===== src/rtl/serial_frame_tx.sv =====
// serial_frame_tx: framed parallel-in serial-out transmitter (idle-high, start 0, LSB first, stop 1).
// Optional even-parity slot before the stop bit when SERIAL_FRAME_TX_PARITY_EN is defined.
module serial_frame_tx #(
  parameter int WIDTH        = 8,
  parameter int CLKS_PER_BIT = 4
) (
  input  logic             clock,
  input  logic             clear,
  input  logic [WIDTH-1:0] data_in,
  input  logic             load,
  output logic             tx,
  output logic             busy,
  output logic             done
);

  localparam int BW = $clog2(WIDTH + 1);
  localparam logic [9:0]    CYC_LAST = 10'(CLKS_PER_BIT - 1);
  localparam logic [BW-1:0] BIT_LAST = BW'(WIDTH - 1);

`ifdef SERIAL_FRAME_TX_PARITY_EN
  typedef enum logic [2:0] {
    S_IDLE, S_START, S_DATA, S_PARITY, S_STOP
  } state_t;
`else
  typedef enum logic [2:0] {
    S_IDLE, S_START, S_DATA, S_STOP
  } state_t;
`endif

  state_t           r_state;
  logic [9:0]       r_cyc;
  logic [BW-1:0]    r_bit;
  logic [WIDTH-1:0] r_shift;
  logic             r_tx;
  logic             r_busy;
  logic             r_done;
`ifdef SERIAL_FRAME_TX_PARITY_EN
  logic             r_par;
`endif

  logic             w_bit_end;
  logic [WIDTH-1:0] w_shift_nx;

  assign w_bit_end  = (r_cyc == CYC_LAST);
  assign w_shift_nx = r_shift >> 1;

  assign tx   = r_tx;
  assign busy = r_busy;
  assign done = r_done;

  // Frame sequencer: every non-idle state holds tx for CLKS_PER_BIT cycles.
  always_ff @(posedge clock) begin
    if (clear) begin
      r_state <= S_IDLE;
      r_cyc   <= '0;
      r_bit   <= '0;
      r_shift <= '0;
      r_tx    <= 1'b1;
      r_busy  <= 1'b0;
      r_done  <= 1'b0;
`ifdef SERIAL_FRAME_TX_PARITY_EN
      r_par   <= 1'b0;
`endif
    end else begin
      r_done <= 1'b0;
      unique case (r_state)
        S_IDLE: begin
          if (load) begin
            r_shift <= data_in;
`ifdef SERIAL_FRAME_TX_PARITY_EN
            r_par   <= ^data_in;
`endif
            r_state <= S_START;
            r_busy  <= 1'b1;
            r_tx    <= 1'b0;
            r_cyc   <= '0;
            r_bit   <= '0;
          end
        end
        S_START: begin
          if (w_bit_end) begin
            r_cyc   <= '0;
            r_state <= S_DATA;
            r_tx    <= r_shift[0];
          end else begin
            r_cyc <= r_cyc + 10'd1;
          end
        end
        S_DATA: begin
          if (w_bit_end) begin
            r_cyc   <= '0;
            r_shift <= w_shift_nx;
            r_bit   <= r_bit + 1'b1;
            if (r_bit == BIT_LAST) begin
`ifdef SERIAL_FRAME_TX_PARITY_EN
              r_state <= S_PARITY;
              r_tx    <= r_par;
`else
              r_state <= S_STOP;
              r_tx    <= 1'b1;
`endif
            end else begin
              r_tx <= w_shift_nx[0];
            end
          end else begin
            r_cyc <= r_cyc + 10'd1;
          end
        end
`ifdef SERIAL_FRAME_TX_PARITY_EN
        S_PARITY: begin
          if (w_bit_end) begin
            r_cyc   <= '0;
            r_state <= S_STOP;
            r_tx    <= 1'b1;
          end else begin
            r_cyc <= r_cyc + 10'd1;
          end
        end
`endif
        S_STOP: begin
          if (w_bit_end) begin
            r_cyc   <= '0;
            r_state <= S_IDLE;
            r_busy  <= 1'b0;
            r_done  <= 1'b1;
            r_tx    <= 1'b1;
          end else begin
            r_cyc <= r_cyc + 10'd1;
          end
        end
        default: begin
          r_state <= S_IDLE;
          r_busy  <= 1'b0;
          r_tx    <= 1'b1;
          r_cyc   <= '0;
        end
      endcase
    end
  end

endmodule


===== config.mk =====
export PLATFORM = sky130hd
export DESIGN_NAME = serial_frame_tx
export DESIGN_NICKNAME = d
export VERILOG_FILES = /design/src/rtl/serial_frame_tx.sv
export SDC_FILE = /design/constraint.sdc
export NUM_CORES = 1
export LEC_CHECK = 0
export BUFFER_PORTS_ARGS = -buffer_cell sky130_fd_sc_hd__buf_2
export CORE_ASPECT_RATIO = 0.7
export CORE_UTILIZATION = 60
export CTS_CLUSTER_DIAMETER = 100
export DETAILED_ROUTE_END_ITERATION = 8
export HOLD_SLACK_MARGIN = 0.15
export PLACE_DENSITY = 0.81
export SKIP_LAST_GASP = 1
export SYNTH_ARGS = -nofsm -noshare
export SYNTH_HDL_FRONTEND = slang
export SYNTH_SLANG_ARGS = --single-unit
export TNS_END_PERCENT = 1

===== constraint.sdc =====
create_clock -name clock -period 3.8 [get_ports clock]
set_input_delay 0.76 -clock clock [delete_from_list [all_inputs] [get_ports clock]]
set_output_delay 0.76 -clock clock [all_outputs]
set_load 0.05 [all_outputs]

==> key figures, run 1 <==
Logic synthesis
  – Sequential area share after synthesis: 38.2%
  – Most frequent cells after synthesis: dfxtp_1, nor2_1, nand2_1
  – Mapped cell area: 1420 um^2
  – Post-synth EDFFs: 0
  – Yosys reg bits: 27
  – Synthesized instance count: 170
  – Yosys top cell area share: 38.2%
  – Ys Warns: 0
  – Async SR Flop Fraction: 0%
  – Count leader, synth: dfxtp_1
  – Avg Cell Area, Syn: 8.33 um^2
  – Post-Syn Nets: 188
  – Area contributors post-synth: dfxtp_1, mux2i_1, ha_1
  – Synth cell types: 40
  – Area leader, netlist: dfxtp_1
  – Primary FF master, synth: dfxtp_1

Worst setup path
  – Worst Setup Start Kind: flop
  – Worst EP arrival: 2.77 ns
  – Setup CP Type: reg2reg
  – Critical Path Fanout Max: 15
  – Worst path required time: 4.07 ns
  – Crit path capture type: flop

Clocking
  – Inserted Clock Buffers: 3
  – Root Driver: clkbuf_4
  – CTS tree: built
  – CTS resizes: 0
  – Setup bufs post-CTS: 0
  – Clock latency on the worst-skew pair: 0.34 ns
  – CTS Hold Bufs: 0
  – H-tree level count: 1
  – Worst-path clk slew: 0.16 ns
  – Clock buffer depth: 2
  – Clock Sinks: 27

STA
  – Setup TNS: 0 ns
  – Fin crit share: 65.7%
  – Worst Tran Pin Value: 0.799 ns
  – Fmax: 401 MHz
  – Slew Viols, Final: 0
  – RSZ-0062 raised after global routing: false
  – Setup ws final: 1.30 ns
  – Final setup viols: 0
  – Final count of hold timing violations: 0
  – Slew margin rel.: 46.7%
  – Clock skew: 0.0121 ns
  – Minimum clock period: 2.50 ns

Floorplan
  – Die Footprint: 2560 um^2
  – Rows: 14
  – Die height: 42.7 um
  – # IOs: 14
  – Core area: 2190 um^2
  – Initial core utilization: 64.7%
  – Die X: 60.1 um

Cells and area
  – Nets: 197
  – Share of cells above drive strength 1: 10.7%
  – Layout fillers: 185
  – Design area: 1510 um^2
  – Inserted Diodes: 0
  – P&R area growth vs syn: 6.54%

Job
  – Max Cap Viol: 0

Detailed routing
  – Routed len/inst: 14.2 um
  – Average vias per placed instance: 6.04
  – Routed wire length: 2990 um
  – Antenna Violating Nets Remaining: 0
  – Pre-antenna DRT Iters: 4
  – DRC viols: 0
  – Detailed-route via count: 1269
  – DR iter-0 viols: 72

Global routing
  – Global routing usage on met2: 40.2%
  – GR Util met3: 6.10%
  – Largest net degree at the start of global routing: 30
  – Number of global-route vias before repair: 1099
  – Routing usage on met1: 35.4%
  – Most Crowded Layer GR: met2
  – GRT Overall Usage: 25.6%
  – Grt ovf: 0
  – First-pass GRT wire length: 5010 um
  – Antenna violations before repair: 0

Pwr
  – Max VDD drop: 0.430 mV
  – Pleak: 0.573 nW
  – Power per cell area: 662 nW/um^2

Place
  – Dpl ws: 1.41 ns
  – Post-DP HPWL: 2170 um
  – IO buf count: 13
  – Routability cong.: 0.819
  – Placed Area: 1480 um^2

Status
  – Status: completed

Worst hold path
  – Worst hold path type: reg2reg
[per-stage QoR]
step / hold WS, ns / util (%) / std cells / power (mW)
2_1_floorplan: 0.440 / - / 170 / 0.777
6_report: 0.489 / 68.9 / 210 / 0.999
3_5_place_dp: 0.466 / 67.5 / 206 / 0.867
5_1_grt: 0.529 / 68.9 / 210 / 1.07
3_3_place_gp: 0.471 / 67.5 / 206 / 0.846
4_1_cts: 0.492 / 68.9 / 210 / 0.997
[placed cells by master (no fill, tap or decap), types with 2 or more instances in the layout]
cell type,instances
inv_1,6
clkbuf_4,3
nor3_1,3
nor4_1,4
or3_1,3
ha_1,7
buf_2,13
nand2_1,13
or4_1,2
o31ai_1,2
a211oi_1,9
a31oi_1,2
nand4_1,2
nor2b_1,2
nor3b_1,2
mux2i_1,9
a21oi_1,12
nand3_1,4
nor2_1,20
and3_1,3
nand2b_1,2
dfxtp_1,27
nand3b_1,2
o21ai_0,11
[sequential cells by signal (all words and copies together) (netlist names)]
name,cells
r_shift,8
tx,1
busy,1
r_cyc,10
r_bit,4
done,1
r_state,2
[layer usage]
layer / part of all wire (%) / wire length (um) / up-vias
li1: - / - / 641
met1: 49 / 1470 / 578
met2: 45 / 1330 / 45
met3: 5.4 / 162 / 5
met4: 0.97 / 29 / 0
met5: 0 / 0 / -
[logic make-up after synthesis]
logic type | Yosys count | share of synthesized area (%)
XOR/XNOR | 1 | 0.618
AND/OR/NAND/NOR | 66 | 23.8
adder cells (fa/ha/maj) | 7 | 6.18
AO/OA/AOI/OAI | 45 | 20.3
flip-flops | 27 | 38.2
multiplexers | 9 | 6.36
buffers and inverters | 15 | 4.59
[worst max-delay path, cell delays in order, from the launching register on]
cell and delay (ns):
dfxtp_1 0.45, inv_1 0.09, ha_1 0.37, nand2b_1 0.35, o21ai_0 0.27, a21oi_2 0.53, nand4b_1 0.17, a21oi_1 0.20
[cell type report]
class	instances	area (um^2)	share of cell area, %
clock buffers	3	22.5	1.49
repair buffers	13	65.1	4.31
clock inverters	1	7.51	0.498
flip-flops and latches	27	541	35.8
inverters	6	22.5	1.49
multi-input cells	128	811	53.7
well taps	32	40.0	2.65
[power by group]
group / total [mW] / switching (mW) / internal (mW)
logic: 0.467 / 0.298 / 0.169
clock network: 0.133 / 0.0928 / 0.0405
registers: 0.398 / 0.0471 / 0.351
total: 0.999 / 0.438 / 0.561
[final timing paths]
kind	startpoint	end	slack [ns]	cells past startpoint
setup / recovery	r_state[0]	r_bit[2]	1.30	7
hold reg to reg	r_cyc[9]	r_cyc[9]	0.49	1
hold / removal	r_cyc[9]	r_cyc[9]	0.49	1
setup reg to reg	r_state[0]	r_bit[2]	1.30	7
Note: power is estimated with default switching activity, not from simulation.
==> run 2: changes to the inputs <==
--- a/config.mk
+++ b/config.mk
@@ -7,11 +7,11 @@
 export LEC_CHECK = 0
 export BUFFER_PORTS_ARGS = -buffer_cell sky130_fd_sc_hd__buf_2
 export CORE_ASPECT_RATIO = 0.7
-export CORE_UTILIZATION = 60
+export CORE_UTILIZATION = 52
 export CTS_CLUSTER_DIAMETER = 100
 export DETAILED_ROUTE_END_ITERATION = 8
 export HOLD_SLACK_MARGIN = 0.15
-export PLACE_DENSITY = 0.81
+export PLACE_DENSITY = 0.74
 export SKIP_LAST_GASP = 1
 export SYNTH_ARGS = -nofsm -noshare
 export SYNTH_HDL_FRONTEND = slang
==> constraint.sdc (replaced) <==
create_clock -name clock -period 2.27 [get_ports clock]
set_input_delay 0.454 -clock clock [delete_from_list [all_inputs] [get_ports clock]]
set_output_delay 0.454 -clock clock [all_outputs]
set_load 0.05 [all_outputs]
==> key figures, run 2 (synthesized netlist as in run 1, its figures left out) <==
STA
  – Fin crit share: 95.2% (+29 points)
  – Slew margin rel.: 62.4% (+16 points)
  – Minimum clock period: 2.16 ns (-0.335 ns)
  – Setup ws final: 0.110 ns (-1.19 ns)
  – Worst Tran Pin Value: 0.560 ns (-0.239 ns)
  – Final setup viols: 0 (unchanged)
  – Clock skew: 0.00305 ns (-0.00909 ns)
  – RSZ-0062 raised after global routing: true
  – Final count of hold timing violations: 0 (unchanged)
  – Fmax: 463 MHz (+16%)
  – Slew Viols, Final: 0 (unchanged)

Cells and area
  – Share of cells above drive strength 1: 15.4% (+4.8 points)
  – Commonest non-fill, non-tap cell in the layout: dfxtp_1
  – Biggest regs: r_cyc: 10 flops, r_shift: 8 flops, r_bit: 4 flops
  – Nets: 207 (+5.1%)
  – Max reg flops: 10 (unchanged)
  – Largest Register: r_cyc
  – Most frequent cells in the layout: dfxtp_1, nor2_1, buf_2
  – P&R area growth vs syn: 13.8%
  – Total area of sequential cells: 541 um^2 (unchanged)
  – Inserted Diodes: 0 (unchanged)
  – Layout fillers: 227 (+23%)
  – Multi-input logic area: 818 um^2 (+0.93%)

Worst hold path
  – Worst hold path type: reg2reg
  – Hold Path Stages: 2 (+1)

Detailed routing
  – Routed wire length: 3140 um (+5.0%)
  – Antenna Violating Nets Remaining: 0 (unchanged)
  – Detailed-route via count: 1303 (+2.7%)
  – DR iter-0 viols: 104 (+44%)
  – DRC viols: 0 (unchanged)
  – Routed len/inst: 14.2 um (-0.63%)
  – Pre-antenna DRT Iters: 4 (unchanged)
  – Average vias per placed instance: 5.87 (-2.9%)

Place
  – IO buf count: 13 (unchanged)
  – Post-DP HPWL: 2260 um (+4.0%)
  – Routability cong.: 0.857 (+4.7%)
  – Dpl ws: 0.0929 ns (-1.31 ns)

Global routing
  – Routing usage on met1: 34.9% (-0.46 points)
  – Grt ovf: 0 (unchanged)
  – Largest net degree at the start of global routing: 30 (unchanged)
  – GRT Overall Usage: 25.0% (-0.61 points)
  – First-pass GRT wire length: 5540 um (+11%)
  – Global routing usage on met2: 39.8% (-0.43 points)
  – Most Crowded Layer GR: met2
  – Antenna violations before repair: 0 (unchanged)
  – GR Util met3: 6.00% (-0.098 points)
  – Number of global-route vias before repair: 1243 (+13%)

Worst setup path
  – Slowest cell on the critical path: or4_4
  – Number of cells on the worst reg-to-reg path: 5 (-2)
  – CP top delay family: simple AND/OR/NAND/NOR gates
  – Setup CP Type: reg2reg
  – Worst EP arrival: 2.37 ns (-0.40 ns)
  – Critical path depth in cells: 5 (-2)
  – Cell Chain, Critical Path: or4_4 > or3_1 > a21o_1 > or4_1 > a21oi_1
  – Worst path required time: 2.48 ns (-1.59 ns)
  – Crit path capture type: flop
  – Worst Setup Start Kind: flop
  – Max incr delay on CP: 0.56 ns (+0.03 ns)
  – Critical Path Fanout Max: 5 (-10)
  – Buf/Inv on CP: 0 (-1)

Clocking
  – CTS tree: built
  – Root Driver: clkbuf_8
  – H-tree level count: 1 (unchanged)
  – CTS Hold Bufs: 0 (unchanged)
  – Inserted Clock Buffers: 3 (unchanged)
  – Clock latency on the worst-skew pair: 0.27 ns (-0.07 ns)
  – Clock Sinks: 27 (unchanged)
  – Clock buffer depth: 2 (unchanged)
  – Worst-path clk slew: 0.09 ns (-0.07 ns)

Floorplan
  – Core area: 2510 um^2 (+15%)
  – Rows: 15 (+1)
  – Die X: 64.4 um (+7.2%)
  – Die Footprint: 2940 um^2 (+15%)
  – # IOs: 14 (unchanged)
  – Die height: 45.7 um (+7.1%)
  – Initial core utilization: 56.3% (-8.4 points)

Pwr
  – Overall power: 1.90 mW (+90%)
  – Power per cell area: 1180 nW/um^2 (+78%)
  – Pleak: 0.635 nW (+11%)
  – Max VDD drop: 0.658 mV (+53%)

Status
  – Status: completed

Job
  – Max Cap Viol: 0 (unchanged)
run 2: layer usage:
metal | vias up | wire, um
li1 | 655 | -
met1 | 600 | 1510
met2 | 44 | 1370
met3 | 4 | 226
met4 | 0 | 32
met5 | - | 0
run 2: report_power, final:
| part | total, mW | internal [mW] | switching (mW) |
|---|---|---|---|
| Combinational | 0.967 | 0.402 | 0.565 |
| Sequential | 0.664 | 0.589 | 0.0750 |
| Clock | 0.272 | 0.123 | 0.149 |
| Total | 1.90 | 1.11 | 0.789 |
run 2: worst paths after layout:
path,start,end,slack [ns]
hold reg to reg,r_bit[1],r_bit[1],0.50
hold / removal,r_bit[1],r_bit[1],0.50
setup / recovery,r_cyc[3],r_bit[3],0.11
setup reg to reg,r_cyc[3],r_bit[3],0.11
run 2: final cells by class:
type / instances / area share, %
clock buffers: 3 / 2.56
clock inverters: 1 / 0.311
inverters: 6 / 1.40
multi-input cells: 128 / 50.8
flip-flops and latches: 27 / 33.5
well taps: 34 / 2.64
repair buffers: 23 / 8.77
run 2: tightest hold or removal path, delay by kind of cell, from the launching register on:
kind            cells  cell delay, ns
flops               1            0.34
simple gates        1            0.06
compound gates      1            0.06
run 2: per-stage QoR:
step / TNS, ns / cells / hold slack, ns / util (%) / instance area, um^2
2_1_floorplan: 0 / 170 / 0.440 / - / 1420
6_report: 0 / 222 / 0.500 / 64.1 / 1610
3_3_place_gp: 0 / 216 / 0.465 / 61.3 / 1540
5_1_grt: -0.00196 / 222 / 0.519 / 64.1 / 1610
3_5_place_dp: 0 / 216 / 0.485 / 61.3 / 1540
4_1_cts: 0 / 220 / 0.499 / 63.1 / 1590
run 2: repair_timing:
action / 4_1_cts / 5_1_grt
gates resized for setup: 0 / 2
buffers inserted: 0 / 1
endpoints found under the setup margin: 0 / 7
==> run 3: changes to the inputs <==
--- a/config.mk
+++ b/config.mk
@@ -11,7 +11,7 @@
 export CTS_CLUSTER_DIAMETER = 100
 export DETAILED_ROUTE_END_ITERATION = 8
 export HOLD_SLACK_MARGIN = 0.15
-export PLACE_DENSITY = 0.74
+export PLACE_DENSITY = 0.76
 export SKIP_LAST_GASP = 1
 export SYNTH_ARGS = -nofsm -noshare
 export SYNTH_HDL_FRONTEND = slang
==> key figures, run 3 (synthesized netlist as in run 1, its figures left out) <==
Pwr
  – Overall power: 1.89 mW (-0.79%)
  – Power per cell area: 1170 nW/um^2 (-1.2%)
  – Max VDD drop: 0.620 mV (-5.8%)
  – Pleak: 0.634 nW (-0.22%)

Detailed routing
  – Antenna Violating Nets Remaining: 0 (unchanged)
  – DR iter-0 viols: 65 (-38%)
  – Pre-antenna DRT Iters: 4 (unchanged)
  – Top Metal Used: met4
  – Met3 wire length: 143 um (-37%)
  – DRC viols: 0 (unchanged)
  – Routed wire length: 3220 um (+2.3%)
  – Routed len/inst: 14.5 um (+2.3%)
  – Metal-1 WL: 1560 um (+3.4%)
  – Average vias per placed instance: 5.95 (+1.4%)
  – Detailed-route via count: 1321 (+1.4%)
  – Met2 wire len: 1460 um (+6.3%)

Place
  – Placed Area: 1550 um^2 (+0.49%)
  – Post-DP HPWL: 2250 um (-0.21%)
  – IO buf count: 13 (unchanged)
  – Routability cong.: 0.848 (-1.1%)
  – Dpl ws: 0.122 ns (+0.0287 ns)

Status
  – Status: completed

Cells and area
  – Largest Register: r_cyc
  – Share of cells above drive strength 1: 16.0% (+0.53 points)
  – Max reg flops: 10 (unchanged)
  – Commonest non-fill, non-tap cell in the layout: dfxtp_1
  – Nets: 207 (unchanged)
  – Design area: 1620 um^2 (+0.47%)
  – Inserted Diodes: 0 (unchanged)
  – Layout fillers: 219 (-3.5%)
  – P&R area growth vs syn: 14.3%
  – Most frequent cells in the layout: dfxtp_1, nor2_1, buf_2
  – Biggest regs: r_cyc: 10 flops, r_shift: 8 flops, r_bit: 4 flops

Clocking
  – Worst-path clk slew: 0.10 ns (about the same)
  – Inserted Clock Buffers: 3 (unchanged)
  – Root Driver: clkbuf_8
  – CTS tree: built
  – Clock buffer depth: 2 (unchanged)
  – Clock Sinks: 27 (unchanged)
  – Clock latency on the worst-skew pair: 0.29 ns (+0.02 ns)
  – H-tree level count: 1 (unchanged)

STA
  – Setup TNS: 0 ns (unchanged)
  – Worst Tran Pin Value: 0.518 ns (-0.0426 ns)
  – Slew Viols, Final: 0 (unchanged)
  – Fmax: 457 MHz (-1.2%)
  – RSZ-0062 raised after global routing: false
  – Final count of hold timing violations: 0 (unchanged)
  – Final setup viols: 0 (unchanged)
  – Slew margin rel.: 65.5% (+3.1 points)
  – Fin crit share: 96.4% (+1.2 points)
  – Clock skew: 0.0112 ns (+0.00811 ns)
  – Hold Slack: 0.485 ns (-0.0144 ns)
  – Minimum clock period: 2.19 ns (+0.0271 ns)
  – Setup ws final: 0.0827 ns (-0.0271 ns)

Floorplan
  – Core area: 2510 um^2 (unchanged)
  – Initial core utilization: 56.3% (unchanged)
  – Rows: 15 (unchanged)
  – Die height: 45.7 um (unchanged)
  – Die Footprint: 2940 um^2 (unchanged)
  – Die X: 64.4 um (unchanged)
  – # IOs: 14 (unchanged)

Worst setup path
  – Max incr delay on CP: 0.57 ns (about the same)
  – Worst Setup Start Kind: flop
  – Worst EP arrival: 2.40 ns (+0.03 ns)
  – Crit path capture type: flop
  – Buf/Inv on CP: 0 (unchanged)
  – Setup CP Type: reg2reg
  – CP top delay family: simple AND/OR/NAND/NOR gates
  – Critical Path Fanout Max: 5 (unchanged)
  – Cell Chain, Critical Path: or4_4 > or3_4 > a21o_1 > or4_1 > a21oi_1
  – Slowest cell on the critical path: or4_4
  – Worst path required time: 2.48 ns (about the same)

Worst hold path
  – Worst hold path type: reg2reg

Global routing
  – Grt ovf: 0 (unchanged)
  – Largest net degree at the start of global routing: 30 (unchanged)
  – First-pass GRT wire length: 5340 um (-3.6%)
  – Number of global-route vias before repair: 1188 (-4.4%)
  – Antenna violations before repair: 0 (unchanged)
  – GRT Overall Usage: 24.8% (-0.18 points)

Job
  – Max Cap Viol: 0 (unchanged)
[run 3: worst paths after layout]
kind             from        to  slack (ns)  cells past startpoint
max          r_cyc[3]  r_bit[3]        0.08                      5
min          r_bit[1]  r_bit[1]        0.49                      2
max reg2reg  r_cyc[3]  r_bit[3]        0.08                      5
min reg2reg  r_bit[1]  r_bit[1]        0.49                      2
[run 3: layout make-up]
type                            instances  area (um^2)  area share (%)
Multi-Input combinational cell        128          823            50.9
Timing Repair Buffer                   23          141            8.73
Sequential cell                        27          541            33.4
Clock buffer                            3         41.3            2.55
Inverter                                6         22.5            1.39
Clock inverter                          1         7.51           0.464
Tap cell                               34         42.5            2.63
[run 3: stage by stage]
stage / std cells / util (%)
floorplan: 170 / -
global placement: 217 / 61.6
finish: 222 / 64.4
detailed placement: 217 / 61.6
CTS: 221 / 63.5
global route: 222 / 64.4
[run 3: per-layer routing]
layer / global-route usage (%) / up-vias
li1: - / 658
met4: 10.2 / 0
met5: 0 / -
met2: 42.9 / 32
met1: 30.3 / 627
met3: 6.00 / 4
[run 3: timing repair]
item / 4_1_cts / 5_1_grt
endpoints found under the setup margin: 0 / 9
setup buffers: 0 / 0
resized for setup: 0 / 3
hold endpoints to repair: 0 / 0
hold buffers: 0 / 0
[run 3: worst reg2reg max path, stage by stage (launching register included)]
cell and delay [ns]:
dfxtp_1 0.35, or4_4 0.57, or3_4 0.38, a21o_1 0.19, or4_1 0.46, a21oi_1 0.15
[run 3: where the power goes]
part,switching [mW],total [mW],leakage (nW),internal [mW]
registers,0.0719,0.660,0.220,0.588
logic,0.552,0.944,0.391,0.393
clock network,0.158,0.283,0.0217,0.125
total,0.781,1.89,0.634,1.11
